===== config.mk =====
export PLATFORM = sky130hd
export DESIGN_NAME = nibble_fetch
export DESIGN_NICKNAME = d
export VERILOG_FILES = /design/src/rtl/nibble_fetch_pkg.sv /design/src/rtl/nibble_ram.sv /design/src/rtl/nibble_fetch.sv
export SDC_FILE = /design/constraint.sdc
export NUM_CORES = 1
export LEC_CHECK = 0
export ABC_AREA = 1
export ABC_CLOCK_PERIOD_IN_PS = 5200
export BUFFER_PORTS_ARGS = -buffer_cell sky130_fd_sc_hd__buf_4
export CAP_MARGIN = 10
export CORE_ASPECT_RATIO = 1.1
export CORE_MARGIN = 2
export CORE_UTILIZATION = 45
export CTS_CLUSTER_SIZE = 40
export DETAILED_ROUTE_END_ITERATION = 10
export MAX_ROUTING_LAYER = met4
export PLACE_DENSITY_LB_ADDON = 0.12
export REMOVE_ABC_BUFFERS = 1
export SLEW_MARGIN = 20
export SYNTH_ARGS = -nofsm -noshare
export SYNTH_HDL_FRONTEND = slang
export SYNTH_SLANG_ARGS = --single-unit
export TNS_END_PERCENT = 20

===== constraint.sdc =====
create_clock -name clk -period 5.2 [get_ports clk]
set_input_delay 1.04 -clock clk [delete_from_list [all_inputs] [get_ports clk]]
set_output_delay 1.04 -clock clk [all_outputs]
set_load 0.1 [all_outputs]

===== src/rtl/nibble_fetch_pkg.sv =====
// nibble_fetch_pkg: shared FSM state encodings and default sizing for the nibble fetch stage.
package nibble_fetch_pkg;

    typedef enum logic [1:0] {
        FETCH_IDLE = 2'd0,
        FETCH_LOAD = 2'd1,
        FETCH_RUN  = 2'd2,
        FETCH_HALT = 2'd3
    } fetch_state_t;

    localparam int DEFAULT_DEPTH = 16;
    localparam int DEFAULT_AW    = 4;

endpackage


===== src/rtl/nibble_ram.sv =====
// nibble_ram: DEPTH x 4 program store, synchronous write, combinational read, no reset.
//   clk   - write clock
//   we    - write enable
//   waddr - write address
//   wdata - nibble written at waddr
//   raddr - read address
//   rdata - nibble stored at raddr (combinational)
module nibble_ram #(
    parameter int DEPTH = 16,
    parameter int AW    = 4
) (
    input  logic          clk,
    input  logic          we,
    input  logic [AW-1:0] waddr,
    input  logic [3:0]    wdata,
    input  logic [AW-1:0] raddr,
    output logic [3:0]    rdata
);

    logic [3:0] mem [DEPTH];

    always_ff @(posedge clk)
        if (we) mem[waddr] <= wdata;

    assign rdata = mem[raddr];

endmodule


===== src/rtl/nibble_fetch.sv =====
// nibble_fetch: program buffer and instruction fetch stage feeding the op decoder.
//   clk, rst  - clock, synchronous active-high reset
//   load      - enter load mode (priority over run)
//   run       - enter / stay in run mode
//   din       - nibble to store while loading
//   din_valid - din is written this cycle (LOAD only)
//   move_next - decoder consumed op; advance
//   op        - current instruction nibble
//   op_valid  - op is meaningful
//   pc        - index of the nibble on op
//   count     - number of nibbles loaded
//   full      - count == DEPTH
//   halted    - end of program reached
// Build option: NIBBLE_FETCH_LOOP_EN makes the program wrap to index 0
// instead of halting after the last nibble.
module nibble_fetch
    import nibble_fetch_pkg::*;
#(
    parameter int DEPTH = DEFAULT_DEPTH,
    parameter int AW    = DEFAULT_AW
) (
    input  logic          clk,
    input  logic          rst,
    input  logic          load,
    input  logic          run,
    input  logic [3:0]    din,
    input  logic          din_valid,
    input  logic          move_next,
    output logic [3:0]    op,
    output logic          op_valid,
    output logic [AW-1:0] pc,
    output logic [AW:0]   count,
    output logic          full,
    output logic          halted
);

    fetch_state_t  state, state_nxt;
    logic [AW-1:0] wp, wp_nxt, pc_nxt, raddr;
    logic [AW:0]   count_nxt;
    logic [3:0]    op_nxt, rdata;
    logic          op_valid_nxt, halted_nxt, we, last;

    assign we   = (state == FETCH_LOAD) && din_valid && !full;
    // pc sits on the final loaded nibble
    assign last = ({1'b0, pc} + (AW+1)'(1)) >= count;

    nibble_ram #(.DEPTH(DEPTH), .AW(AW)) u_ram (
        .clk   (clk),
        .we    (we),
        .waddr (wp),
        .wdata (din),
        .raddr (raddr),
        .rdata (rdata)
    );

    always_comb begin
        state_nxt    = state;
        wp_nxt       = wp;
        count_nxt    = count;
        pc_nxt       = pc;
        op_nxt       = op;
        op_valid_nxt = op_valid;
        halted_nxt   = halted;
        raddr        = pc + AW'(1);
        case (state)
            FETCH_IDLE:
                if (load) begin
                    state_nxt = FETCH_LOAD;
                    wp_nxt    = '0;
                    count_nxt = '0;
                end else if (run && count != '0) begin
                    state_nxt    = FETCH_RUN;
                    pc_nxt       = '0;
                    raddr        = '0;
                    op_nxt       = rdata;
                    op_valid_nxt = 1'b1;
                end
            FETCH_LOAD: begin
                if (we) begin
                    wp_nxt    = wp + AW'(1);
                    count_nxt = count + (AW+1)'(1);
                end
                if (!load) state_nxt = FETCH_IDLE;
            end
            FETCH_RUN:
                if (load) begin
                    state_nxt    = FETCH_LOAD;
                    wp_nxt       = '0;
                    count_nxt    = '0;
                    op_valid_nxt = 1'b0;
                end else if (!run) begin
                    state_nxt    = FETCH_IDLE;
                    op_valid_nxt = 1'b0;
                end else if (move_next && op_valid) begin
                    if (!last) begin
                        pc_nxt = pc + AW'(1);
                        op_nxt = rdata;
                    end else begin
`ifdef NIBBLE_FETCH_LOOP_EN
                        pc_nxt = '0;
                        raddr  = '0;
                        op_nxt = rdata;
`else
                        state_nxt    = FETCH_HALT;
                        op_valid_nxt = 1'b0;
                        halted_nxt   = 1'b1;
`endif
                    end
                end
            FETCH_HALT:
                if (load) begin
                    state_nxt  = FETCH_LOAD;
                    wp_nxt     = '0;
                    count_nxt  = '0;
                    halted_nxt = 1'b0;
                end else if (!run) begin
                    state_nxt  = FETCH_IDLE;
                    halted_nxt = 1'b0;
                end
            default: state_nxt = FETCH_IDLE;
        endcase
    end

    always_ff @(posedge clk) begin
        if (rst) begin
            state    <= FETCH_IDLE;
            wp       <= '0;
            count    <= '0;
            full     <= 1'b0;
            pc       <= '0;
            op       <= '0;
            op_valid <= 1'b0;
            halted   <= 1'b0;
        end else begin
            state    <= state_nxt;
            wp       <= wp_nxt;
            count    <= count_nxt;
            full     <= count_nxt == (AW+1)'(DEPTH);
            pc       <= pc_nxt;
            op       <= op_nxt;
            op_valid <= op_valid_nxt;
            halted   <= halted_nxt;
        end
    end

endmodule

==> results of run 1 <==
-- logic make-up (layout without fill, tap and decap cells) --
| kind of cell | Yosys count | count (layout) | share of synthesized area |
|---|---|---|---|
| compound gates | 33 | 33 | 0.04539 |
| xor+xnor | 2 | 2 | 0.004237 |
| fa+ha+maj | 12 | 12 | 0.03631 |
| buf+inv | 89 | 117 | 0.08502 |
| flops | 86 | 86 | 0.5713 |
| simple gates | 228 | 228 | 0.2578 |
-- sequential cells by signal (all words and copies together) (netlist names) --
signal and count:
count 5, full 1, halted 1, op 4, op_valid 1, pc 4, state 2, u_ram.mem 64
wp 4
-- cell type report --
cell class / count / area share
tap: 114 / 0.03076
sequential: 86 / 0.5094
clock buffer: 10 / 0.02752
clock inverter: 6 / 0.02375
multi-input combinational: 275 / 0.3065
inverter: 76 / 0.06152
timing repair buffer: 25 / 0.04047
-- layer usage --
layer  track usage  up-vias
met1        0.2735     1447
met5             -        -
met4       0.07959        0
met2        0.3048       65
met3       0.02956       18
li1              -     1546
-- worst reg2reg max path: stages, from the launching register on --
cell                      delay (ns)
sky130_fd_sc_hd__dfxtp_1        0.58
sky130_fd_sc_hd__ha_1           0.25
sky130_fd_sc_hd__xnor2_1        0.12
sky130_fd_sc_hd__inv_1          0.15
sky130_fd_sc_hd__ha_1           0.35
sky130_fd_sc_hd__nand2_1        0.07
sky130_fd_sc_hd__inv_1          0.03
sky130_fd_sc_hd__o21ai_0        0.16
sky130_fd_sc_hd__nand4_1        0.17
sky130_fd_sc_hd__nand2_1        0.11
sky130_fd_sc_hd__nand2_2        0.09
sky130_fd_sc_hd__inv_1          0.31
sky130_fd_sc_hd__nand3_1        0.15
sky130_fd_sc_hd__nand2_1        0.08
sky130_fd_sc_hd__inv_1          0.04
-- cell usage in the layout, fill, tap and decap left out, types with 4 or more instances in the layout --
cell	n
sky130_fd_sc_hd__nand3_1	77
sky130_fd_sc_hd__inv_1	72
sky130_fd_sc_hd__edfxtp_1	64
sky130_fd_sc_hd__nand2_1	62
sky130_fd_sc_hd__nor2_1	49
sky130_fd_sc_hd__buf_4	25
sky130_fd_sc_hd__dfxtp_1	22
sky130_fd_sc_hd__o21ai_0	13
sky130_fd_sc_hd__a21oi_1	13
sky130_fd_sc_hd__ha_1	12
sky130_fd_sc_hd__nand3b_1	9
sky130_fd_sc_hd__or2_2	9
sky130_fd_sc_hd__clkbuf_8	9
sky130_fd_sc_hd__nand4_1	7
sky130_fd_sc_hd__nand2_2	4
sky130_fd_sc_hd__o2111ai_1	4
-- report_power, final --
group	leakage [nW]	switching (mW)	internal [mW]
Clock	0.114	0.233	0.319
Sequential	0.753	0.00604	0.741
Combinational	1.10	0.0731	0.0263
-- per-stage QoR --
stage / hold WS [ns] / util / worst slack, ns
finish: 0.4911 / 0.5199 / 2.441
global route: 0.5158 / 0.5199 / 2.064
CTS: 0.4954 / 0.5199 / 2.399
detailed placement: 0.4806 / 0.4933 / 2.157
global placement: 0.4660 / 0.4933 / 2.241
floorplan: 0.4626 / - / 2.220
-- worst paths after layout --
check | end | slack, ns | cells past startpoint
setup / recovery | op[3]$_SDFFE_PP0P_ | 2.44 | 14
hold / removal | halted$_SDFFE_PP0P_ | 0.49 | 2
setup reg to reg | op[3]$_SDFFE_PP0P_ | 2.44 | 14
hold reg to reg | halted$_SDFFE_PP0P_ | 0.49 | 2
==> results.md, run 1 <==
* Relative slew slack at 0.5267
* H-Tree Level Count at 3
* Vias in the first global route at 2894
* Floorplan die height at about 100 µm
* Critical path buffer and inverter count at 4
* Top routing layer used: met4
* Root buffer cell: sky130_fd_sc_hd__clkbuf_8
* Post-synth EDFFs at 64
* Warnings from Yosys at 0
* Count of vias placed by the detailed router at roughly 3100
* Die ar. at 9973 µm²
* RR Startpoint: pc[0]$_SDFFE_PP0P_
* CTS tree: yes
* Average routed wire per standard cell at about 16 µm
* Final hold viol count at 0
* Floorplan core area at a little under 9000 µm²
* Total negative setup slack at 0 ns
* Wire length of the first global-routing pass at around 15000 µm
* Clock skew at between 0.008 and 0.009 ns
* DRC violations left at 0
* Delay of the slowest cell on the worst path at between 0.5 and 0.6 ns
* Worst path required time at 5.45 ns
* Initial DRC Count at between 200 and 300
* Multi-input gate area at around 1400 µm²
* Setup repair after global routing missed its margin: false
* Highest fanout seen on the critical path at 12
* Class of the tightest hold or removal check: flop to flop
* Detailed-route wire length at between 9000 and 10000 µm
* Placer Congestion at between 0.8 and 0.9
* Post-synthesis area per instance at 9.189 µm²
* Worst supply voltage drop on vdd at between 150 and 200 µV
* Area leader, netlist: sky130_fd_sc_hd__edfxtp_1
* Top cell types by occurrence after synthesis: sky130_fd_sc_hd__nand3_1, sky130_fd_sc_hd__inv_1, sky130_fd_sc_hd__edfxtp_1
* Synth Instances at 450
* Met1 wire length at ~4200 µm
* Flip-flop and latch count after synthesis at between 80 and 90
* Number of placed instances, taps included at between 500 and 600
* Worst Min Path Start: halted$_SDFFE_PP0P_
* Number of buffers added to fix hold violations after cts at 0
* Most Frequent Cell on Critical Path: sky130_fd_sc_hd__inv_1
* Cell Area, Synth at ~4100 µm²
* CP Launch Type: flop
* Type of the worst setup path: flop to flop
* Async set-or-reset flop fraction in the synthesized netlist at 0
* Area overhead of the layout relative to synthesis at 12.13%
* Non-filler instance count after layout at about 590
* Maximum number of pins on one net before global-route repair at between 40 and 50
* Global route total overflow at 0
* Family with the most delay on the worst path: simple AND/OR/NAND/NOR gates
* Power after layout at about 1.4 mW
* Clock slew at reported path FFs at roughly 0.090 ns
* HPWL Detailed at approximately 6400 µm
* Final Slew Violations at 0
* Power density over the cells at slightly above 300 nW/µm²
* Antenna diode instance count at 0
* Total of max-cap violations at 0
* Insertion delay to the later sink of the worst-skew pair at 0.34 ns
* Status: finished, final reports clean
* Count of input and output buffers at 25
* Synth Flop Type: sky130_fd_sc_hd__edfxtp_1
* Cell Rows at 36
* Area contributors post-synth: sky130_fd_sc_hd__edfxtp_1, sky130_fd_sc_hd__dfxtp_1, sky130_fd_sc_hd__nand3_1, sky130_fd_sc_hd__inv_1, sky130_fd_sc_hd__nand2_1
* FMAX at about 0.36 GHz
* Ordered cell list for the critical path: ha_1 -> xnor2_1 -> inv_1 -> ha_1 -> nand2_1 -> inv_1 -> o21ai_0 -> nand4_1 -> nand2_1 -> nand2_2 -> inv_1 -> nand3_1 -> nand2_1 -> inv_1
* Worst-Margin Slew at between 0.7 and 0.8 ns
* Register area share after synthesis at 0.5713
* Static leakage at between 1.5 and 2 nW
* Count leader, synth: sky130_fd_sc_hd__nand3_1
* Initial antenna violation count at 0
* Routed wire length on met3 at 349 µm
* Master of the slowest instance on the critical path: sky130_fd_sc_hd__dfxtp_1
* Die X at between 90 and 100 µm
* Final period utilization at 0.5306
* Clock sinks at 86
* Buffers inserted during post-CTS setup optimization at 0
* Effective utilization at floorplan at 0.4637
* Placed cell area at about 4400 µm²
* Data arrival at the endpoint of the critical path at ~3.0 ns
* Number of primary I/O pins at 26
* Pre-antenna DRT Iters at 5
* NumNets Final at approximately 500
* DR WL met2 at 4392 µm
* Layout cells sized above 1 at 0.1213
* Global-route usage over all layers at 0.2013
* Clock buffers created by TritonCTS at 9
* Max Root-Sink Buffers at 2
* Nature of the critical path endpoint: flop
* Sequential cell area at between 2000 and 2500 µm²
* Finished Cell Area at ~4600 µm²
* Setup-failing EPs final at 0
* Via density per instance at slightly above 5
* CTS resizes at 0
* Netlist cell types at 32
* Filler Cell Count at between 800 and 900
* Final antenna-violating net count at 0
* Source of the critical timing path: pc[0]$_SDFFE_PP0P_
* Shortest period the worst path allows at about 2.8 ns
* Top cell type's share of synthesized area at 0.4648
Note: power is estimated with default switching activity, not from simulation.
==> run 2: changes to the inputs <==
Settings changed: ABC_CLOCK_PERIOD_IN_PS 5200 to 2200.
Clock period 5.2 ns to 2.2 ns, I/O delays scaled along.
==> run 2 against run 1 <==
Setup slack worse by 2.3 ns. Global-route usage grew 0.70 points. Worst hold slack worse by 0.12 ns. Critical path depth up 1. Largest cell class unchanged. Count of clock-buffer cells in the layout is 1 lower. Critical path type unchanged. Register-to-register slack worse by 2.3 ns. Via count grew 2.4%. Maximum frequency grew 31%. Cell count is 2.7% higher. Largest power group unchanged. Sequential cell count stayed put. Total power is 130% higher.
==> results.md, run 2 (synthesis results as in run 1) <==
* HPWL Detailed at 6779 µm (+5.6%)
* Effective utilization at floorplan at 0.4637 (unchanged)
* Count of vias placed by the detailed router at 3151 (+2.4%)
* Count of input and output buffers at 25 (unchanged)
* Initial DRC Count at 175 (-40%)
* Highest fanout seen on the critical path at 6 (-6)
* Sw Share at 0.2594 (+0.03595)
* DRC violations left at 0 (unchanged)
* CP Launch Type: flop
* Average routed wire per standard cell at 16.13 µm (+3.9%)
* Top library cells by usage in the layout, fill and taps aside: sky130_fd_sc_hd__nand3_1, sky130_fd_sc_hd__inv_1, sky130_fd_sc_hd__edfxtp_1, sky130_fd_sc_hd__nand2_1, sky130_fd_sc_hd__nor2_1
* RR Startpoint: pc[0]$_SDFFE_PP0P_
* Detailed-route wire length at 9810 µm (+6.7%)
* Via density per instance at 5.183 (-0.26%)
* Die X at 95.40 µm (unchanged)
* Floorplan core area at 8919 µm² (unchanged)
* Status: finished, final reports clean
* Worst path required time at 2.48 ns (-2.97 ns)
* Shortest period the worst path allows at 2.107 ns (-0.6521 ns)
* Final period utilization at 0.9578 (+0.4272)
* Worst supply voltage drop on vdd at 337.6 µV (+110%)
* Non-filler instance count after layout at 608 (+2.7%)
* Placer Congestion at 0.8530 (+4.3%)
* Maximum number of pins on one net before global-route repair at 31 (-34%)
* Flop2flop setup slack at 0.09 ns (-2.35 ns)
* Power density over the cells at 655.2 nW/µm² (+120%)
* Clock sinks at 86 (unchanged)
* Wire length of the first global-routing pass at 14960 µm (+1.4%)
* Sequential cell fraction of total power at 0.552 (+0.018)
* NumNets Final at 511 (+3.2%)
* Static leakage at 2.010 nW (+2.3%)
* Endpoint of the worst hold path: state[0]$_SDFFE_PP0P_
* Class of the tightest hold or removal check: primary input to flop
* Worst-Margin Slew at 0.5156 ns (-0.1933 ns)
* Final antenna-violating net count at 0 (unchanged)
* Vias in the first global route at 2938 (+1.5%)
* Relative slew slack at 0.6550 (+0.1283)
* Final Worst Setup Slack at 0.09293 ns (-2.348 ns)
* Final core utilization at 0.5463 (+0.02638)
* Leading cell type in the layout, fill and taps excluded: sky130_fd_sc_hd__nand3_1
* CTS tree: yes
* Clock skew at 0.01099 ns (+0.002209 ns)
* Setup-failing EPs final at 0 (unchanged)
* FMAX at 0.4746 GHz (+31%)
* Total of max-cap violations at 0 (unchanged)
* End of the worst register-to-register path: op[3]$_SDFFE_PP0P_
* Nature of the critical path endpoint: flop
* Number of placed instances, taps included at 587 (+1.9%)
* Net load switching power at 0.8280 mW (+160%)
* Clock slew at reported path FFs at 0.10 ns (about the same)
* Pre-antenna DRT Iters at 5 (unchanged)
* Global route total overflow at 0 (unchanged)
* Root buffer cell: sky130_fd_sc_hd__clkbuf_8
* Cell Rows at 36 (unchanged)
* Hold depth at 2 (unchanged)
* Antenna diode instance count at 0 (unchanged)
* H-Tree Level Count at 3 (unchanged)
* Worst Reg-to-Reg Cells at 15 (+1)
* Area overhead of the layout relative to synthesis at 17.82%
* Finished Cell Area at 4872 µm² (+5.1%)
* Final Slew Violations at 0 (unchanged)
* Post-place setup slack at -0.05085 ns (-2.208 ns)
* Final hold viol count at 0 (unchanged)
* Die ar. at 9973 µm² (unchanged)
* Insertion delay to the later sink of the worst-skew pair at 0.38 ns (+0.04 ns)
* Initial antenna violation count at 0 (unchanged)
* Flip-flop count of the largest register, all copies and words added at 64 (unchanged)
* Type of the worst setup path: flop to flop
* Number of primary I/O pins at 26 (unchanged)
* Power after layout at 3.192 mW (+130%)
* Data arrival at the endpoint of the critical path at 2.39 ns (-0.62 ns)
* Cell-internal power at 2.364 mW (+120%)
* Worst Min Path Start: rst
* Layout cells sized above 1 at 0.1923 (+0.07097)
* Part of the total power dissipated in the clock network at 0.365 (-0.030)
* Registers with the highest flip-flop counts: u_ram.mem: 64 flops, count: 5 flops
* Top reg by flops: u_ram.mem
* Floorplan die height at 104.5 µm (unchanged)
* Max Root-Sink Buffers at 2 (unchanged)
* Number of buffers added to fix hold violations after cts at 0 (unchanged)
* Clock buffers created by TritonCTS at 9 (unchanged)
* Share of power burned in combinational logic at 0.083 (+0.012)
* Global-route usage over all layers at 0.2082 (+0.006972)
* Placed cell area at 4494 µm² (+2.2%)
## run 2: timing repair
action | CTS | global route
gates cloned | 1 | 1
endpoints found under the setup margin | 8 | 10
pin swaps | 0 | 10
resized for setup | 2 | 28
setup buffers | 0 | 3
## run 2: how the worst max path moves through the flow
stage                  startpoint            endpoint  slack, ns
2_1_floorplan  pc[0]$_SDFFE_PP0P_  op[0]$_SDFFE_PP0P_      -0.78
3_3_place_gp   pc[0]$_SDFFE_PP0P_  op[1]$_SDFFE_PP0P_       0.06
3_5_place_dp   pc[0]$_SDFFE_PP0P_  op[2]$_SDFFE_PP0P_      -0.05
4_1_cts        pc[0]$_SDFFE_PP0P_  op[0]$_SDFFE_PP0P_    -0.0004
5_1_grt        pc[0]$_SDFFE_PP0P_  op[2]$_SDFFE_PP0P_      -0.05
6_report       pc[0]$_SDFFE_PP0P_  op[3]$_SDFFE_PP0P_       0.09
## run 2: metal layers
metal / global-route usage / part of all wire / wire length (µm) / vias to the layer above
met4: 0.09490 / 0.024 / 233 / 0
met1: 0.2825 / 0.46 / 4505 / 1495
met2: 0.3129 / 0.48 / 4714 / 61
li1: - / - / - / 1579
met3: 0.02596 / 0.036 / 356 / 16
met5: - / 0 / 0 / -
## run 2: critical path, cell delays in order (launching register included)
cell and delay (ns):
sky130_fd_sc_hd__dfxtp_4 0.38, sky130_fd_sc_hd__ha_4 0.17, sky130_fd_sc_hd__xnor2_2 0.17, sky130_fd_sc_hd__inv_1 0.10
sky130_fd_sc_hd__ha_4 0.28, sky130_fd_sc_hd__nand2_1 0.04, sky130_fd_sc_hd__inv_1 0.04, sky130_fd_sc_hd__o21ai_0 0.07
sky130_fd_sc_hd__nand4_1 0.10, sky130_fd_sc_hd__nand2_1 0.10, sky130_fd_sc_hd__nand2_4 0.12, sky130_fd_sc_hd__clkinvlp_4 0.17
sky130_fd_sc_hd__nor2_2 0.13, sky130_fd_sc_hd__nor2_1 0.04, sky130_fd_sc_hd__nand2_1 0.06, sky130_fd_sc_hd__inv_1 0.03
## run 2: through the flow
step / hold slack (ns) / TNS (ns)
6_report: 0.3662 / 0
5_1_grt: 0.4024 / -0.1521
4_1_cts: 0.3727 / -0.0004055
3_5_place_dp: 0.4780 / -0.2718
3_3_place_gp: 0.4656 / 0
2_1_floorplan: 0.4626 / -7.466
## run 2: final cells by class
type                       count  area, µm²
clock inverter                 7      78.83
tap                          114      142.6
timing repair inverter         1      7.507
fill                         855       4046
timing repair buffer          39      312.8
clock buffer                   9      123.9
multi-input combinational    276       1541
inverter                      76      292.8
sequential                    86       2372
## run 2: power by group through the flow
stage	sequential [mW]	clock (mW)	combinational, mW
floorplan	1.84	0	0.117
global placement	1.80	0	0.247
detailed placement	1.80	0	0.251
CTS	1.76	1.18	0.253
global route	1.76	1.23	0.290
finish	1.76	1.17	0.265
==> run 3: changes to the inputs <==
Settings changed: ABC_CLOCK_PERIOD_IN_PS 2200 to 2700, BUFFER_PORTS_ARGS -buffer_cell sky130_fd_sc_hd__buf_4 to -buffer_cell sky130_fd_sc_hd__buf_2.
Clock period 2.2 ns to 2.7 ns, I/O delays scaled along.
==> run 3 against run 2 <==
Largest power group unchanged. Worst hold slack improved by 0.13 ns. Via count decreased by 1.0%. Clock skew increased by 0.0033 ns. Clock power decreased by 15%. Non-clock buffer count down 9. Sequential share of layout area is 2.6 points higher. Sequential power fell by 18%.
==> results.md, run 3 (synthesis results as in run 1) <==
* Critical path buffer and inverter count at 4 (unchanged)
* Initial DRC Count at 184 (+5.1%)
* Layout cells sized above 1 at 0.1366 (-0.05566)
* Non-filler instance count after layout at 597 (-1.8%)
* Insertion delay to the later sink of the worst-skew pair at 0.37 ns (about the same)
* Power after layout at 2.620 mW (-18%)
* Final hold viol count at 0 (unchanged)
* HPWL Detailed at 6495 µm (-4.2%)
* NumNets Final at 500 (-2.2%)
* Top routing layer used: met4
* Final Slew Violations at 0 (unchanged)
* Placer Congestion at 0.8851 (+3.8%)
* CTS tree: yes
* Vias in the first global route at 3104 (+5.7%)
* Final Worst Setup Slack at 0.3181 ns (+0.2252 ns)
* Ordered cell list for the critical path: ha_1 -> xnor2_1 -> inv_1 -> ha_1 -> nand2_1 -> inv_1 -> o21ai_0 -> nand4_1 -> nand2_1 -> nand2_2 -> clkinvlp_4 -> nor2_1 -> nor2_1 -> nand2_1 -> inv_1
* Status: finished, final reports clean
* DR WL met2 at 4383 µm (-7.0%)
* Multi-input gate area at 1421 µm² (-7.8%)
* Top reg by flops: u_ram.mem
* Final antenna-violating net count at 0 (unchanged)
* Worst Reg-to-Reg Cells at 15 (unchanged)
* Pre-antenna DRT Iters at 5 (unchanged)
* Wire length of the first global-routing pass at 15470 µm (+3.4%)
* Routed wire length on met3 at 312 µm (-12%)
* Type of the worst setup path: flop to flop
* Max Root-Sink Buffers at 2 (unchanged)
* Worst path required time at 2.97 ns (+0.49 ns)
* Worst supply voltage drop on vdd at 249.7 µV (-26%)
* Static leakage at 1.968 nW (-2.1%)
* Final worst hold slack at 0.4955 ns (+0.1294 ns)
* Final period utilization at 0.8822 (-0.07558)
* Die X at 95.40 µm (unchanged)
* Share of power burned in combinational logic at 0.071 (-0.012)
* Relative slew slack at 0.6438 (-0.01120)
* Clock sinks at 86 (unchanged)
* Number of placed instances, taps included at 581 (-1.0%)
* Die ar. at 9973 µm² (unchanged)
* Root buffer cell: sky130_fd_sc_hd__clkbuf_8
* Post-place setup slack at 0.3337 ns (+0.3845 ns)
* Data arrival at the endpoint of the critical path at 2.65 ns (+0.26 ns)
* Maximum number of pins on one net before global-route repair at 33 (+6.5%)
* Final core utilization at 0.5160 (-0.03030)
* H-Tree Level Count at 3 (unchanged)
* Registers with the highest flip-flop counts: u_ram.mem: 64 flops, count: 5 flops
* Sw Share at 0.2480 (-0.01136)
* Clock buffers created by TritonCTS at 9 (unchanged)
* Count of input and output buffers at 25 (unchanged)
* Setup-failing EPs final at 0 (unchanged)
* Cell count along the critical path at 15 (unchanged)
* Highest fanout seen on the critical path at 12 (+6)
* Cell-internal power at 1.970 mW (-17%)
* Effective utilization at floorplan at 0.4637 (unchanged)
* Average routed wire per standard cell at 15.52 µm (-3.8%)
* Clock slew at reported path FFs at 0.09 ns (about the same)
* Antenna diode instance count at 0 (unchanged)
* Sequential cell fraction of total power at 0.549 (-0.003)
* DRC violations left at 0 (unchanged)
* Cell Rows at 36 (unchanged)
* Part of the total power dissipated in the clock network at 0.380 (+0.015)
* RR Startpoint: pc[1]$_SDFFE_PP0P_
* Power density over the cells at 569.2 nW/µm² (-13%)
* Master of the slowest instance on the critical path: sky130_fd_sc_hd__dfxtp_1
* Initial antenna violation count at 0 (unchanged)
* Sequential cell area at 2362 µm² (-0.42%)
* Top library cells by usage in the layout, fill and taps aside: sky130_fd_sc_hd__nand3_1, sky130_fd_sc_hd__inv_1, sky130_fd_sc_hd__edfxtp_1, sky130_fd_sc_hd__nand2_1, sky130_fd_sc_hd__nor2_1
* Delay of the slowest cell on the worst path at 0.38 ns (about the same)
* Shortest period the worst path allows at 2.382 ns (+0.2748 ns)
* Global route total overflow at 0 (unchanged)
* Clock skew at 0.01428 ns (+0.003285 ns)
* Class of the tightest hold or removal check: flop to flop
* Family with the most delay on the worst path: simple AND/OR/NAND/NOR gates
* Detailed-route wire length at 9268 µm (-5.5%)
* Leading cell type in the layout, fill and taps excluded: sky130_fd_sc_hd__nand3_1
* Worst-Margin Slew at 0.5335 ns (+0.01793 ns)
* Via density per instance at 5.224 (+0.81%)
* Total of max-cap violations at 0 (unchanged)
* Floorplan core area at 8919 µm² (unchanged)
* Source of the critical timing path: pc[1]$_SDFFE_PP0P_
* Nature of the critical path endpoint: flop
* Flop2flop setup slack at 0.32 ns (+0.23 ns)
* Destination of the critical timing path: op[2]$_SDFFE_PP0P_
* FMAX at 0.4198 GHz (-12%)
* End of the worst register-to-register path: op[2]$_SDFFE_PP0P_
* Flip-flop count of the largest register, all copies and words added at 64 (unchanged)
* Floorplan die height at 104.5 µm (unchanged)
* Area overhead of the layout relative to synthesis at 11.29%
* Net load switching power at 0.6497 mW (-22%)
* Met1 wire length at 4256 µm (-5.5%)
* Count of vias placed by the detailed router at 3119 (-1.0%)
* Global-route usage over all layers at 0.2113 (+0.003057)
* CP Launch Type: flop
* Number of buffers added to fix hold violations after cts at 0 (unchanged)
* Setup repair after global routing missed its margin: false
* Filler Cell Count at 855 (unchanged)
* Number of primary I/O pins at 26 (unchanged)
[run 3: worst min path at each step]
stage	from	end	slack (ns)	cells after the start
3_5_place_dp	wp[2]$_SDFFE_PP0P_	wp[2]$_SDFFE_PP0P_	0.48	2
4_1_cts	op_valid$_SDFFE_PP0P_	op_valid$_SDFFE_PP0P_	0.50	2
2_1_floorplan	wp[0]$_SDFFE_PP0P_	wp[0]$_SDFFE_PP0P_	0.46	1
5_1_grt	op_valid$_SDFFE_PP0P_	op_valid$_SDFFE_PP0P_	0.53	2
3_3_place_gp	halted$_SDFFE_PP0P_	halted$_SDFFE_PP0P_	0.46	2
6_report	op_valid$_SDFFE_PP0P_	op_valid$_SDFFE_PP0P_	0.50	2
[run 3: through the flow]
stage | setup TNS, ns | area [µm²]
floorplan | -2.154 | 4069
global placement | 0 | 4374
detailed placement | 0 | 4374
CTS | 0 | 4598
global route | 0 | 4602
finish | 0 | 4602
[run 3: per-layer routing]
layer / track usage / vias up
li1: - / 1554
met1: 0.2793 / 1465
met2: 0.3184 / 74
met3: 0.02956 / 26
met4: 0.1051 / 0
met5: - / -
[run 3: layout make-up]
class | count | area share
flip-flops and latches | 86 | 0.5133
well taps | 114 | 0.03100
repair buffers | 30 | 0.03535
clock buffers | 10 | 0.03235
inverters | 76 | 0.06281
multi-input cells | 275 | 0.3089
clock inverters | 6 | 0.01631
[run 3: power groups by stage]
stage	Clock, mW	Sequential, mW	Combinational, mW
5_1_grt	1.06	1.44	0.208
6_report	0.995	1.44	0.187
2_1_floorplan	0	1.50	0.0950
4_1_cts	1.01	1.44	0.187
3_3_place_gp	0	1.47	0.185
3_5_place_dp	0	1.47	0.186
[run 3: tightest hold or removal path, delay by kind of cell (launching register included)]
family	cells	cell delay, ns
DFF	1	0.33
and+or+nand+nor	1	0.06
AOI/OAI and AO/OA	1	0.06
[run 3: what timing repair did]
item,4_1_cts,5_1_grt
setup buffers,0,0
gates resized for setup,0,1
endpoints found under the setup margin,0,3
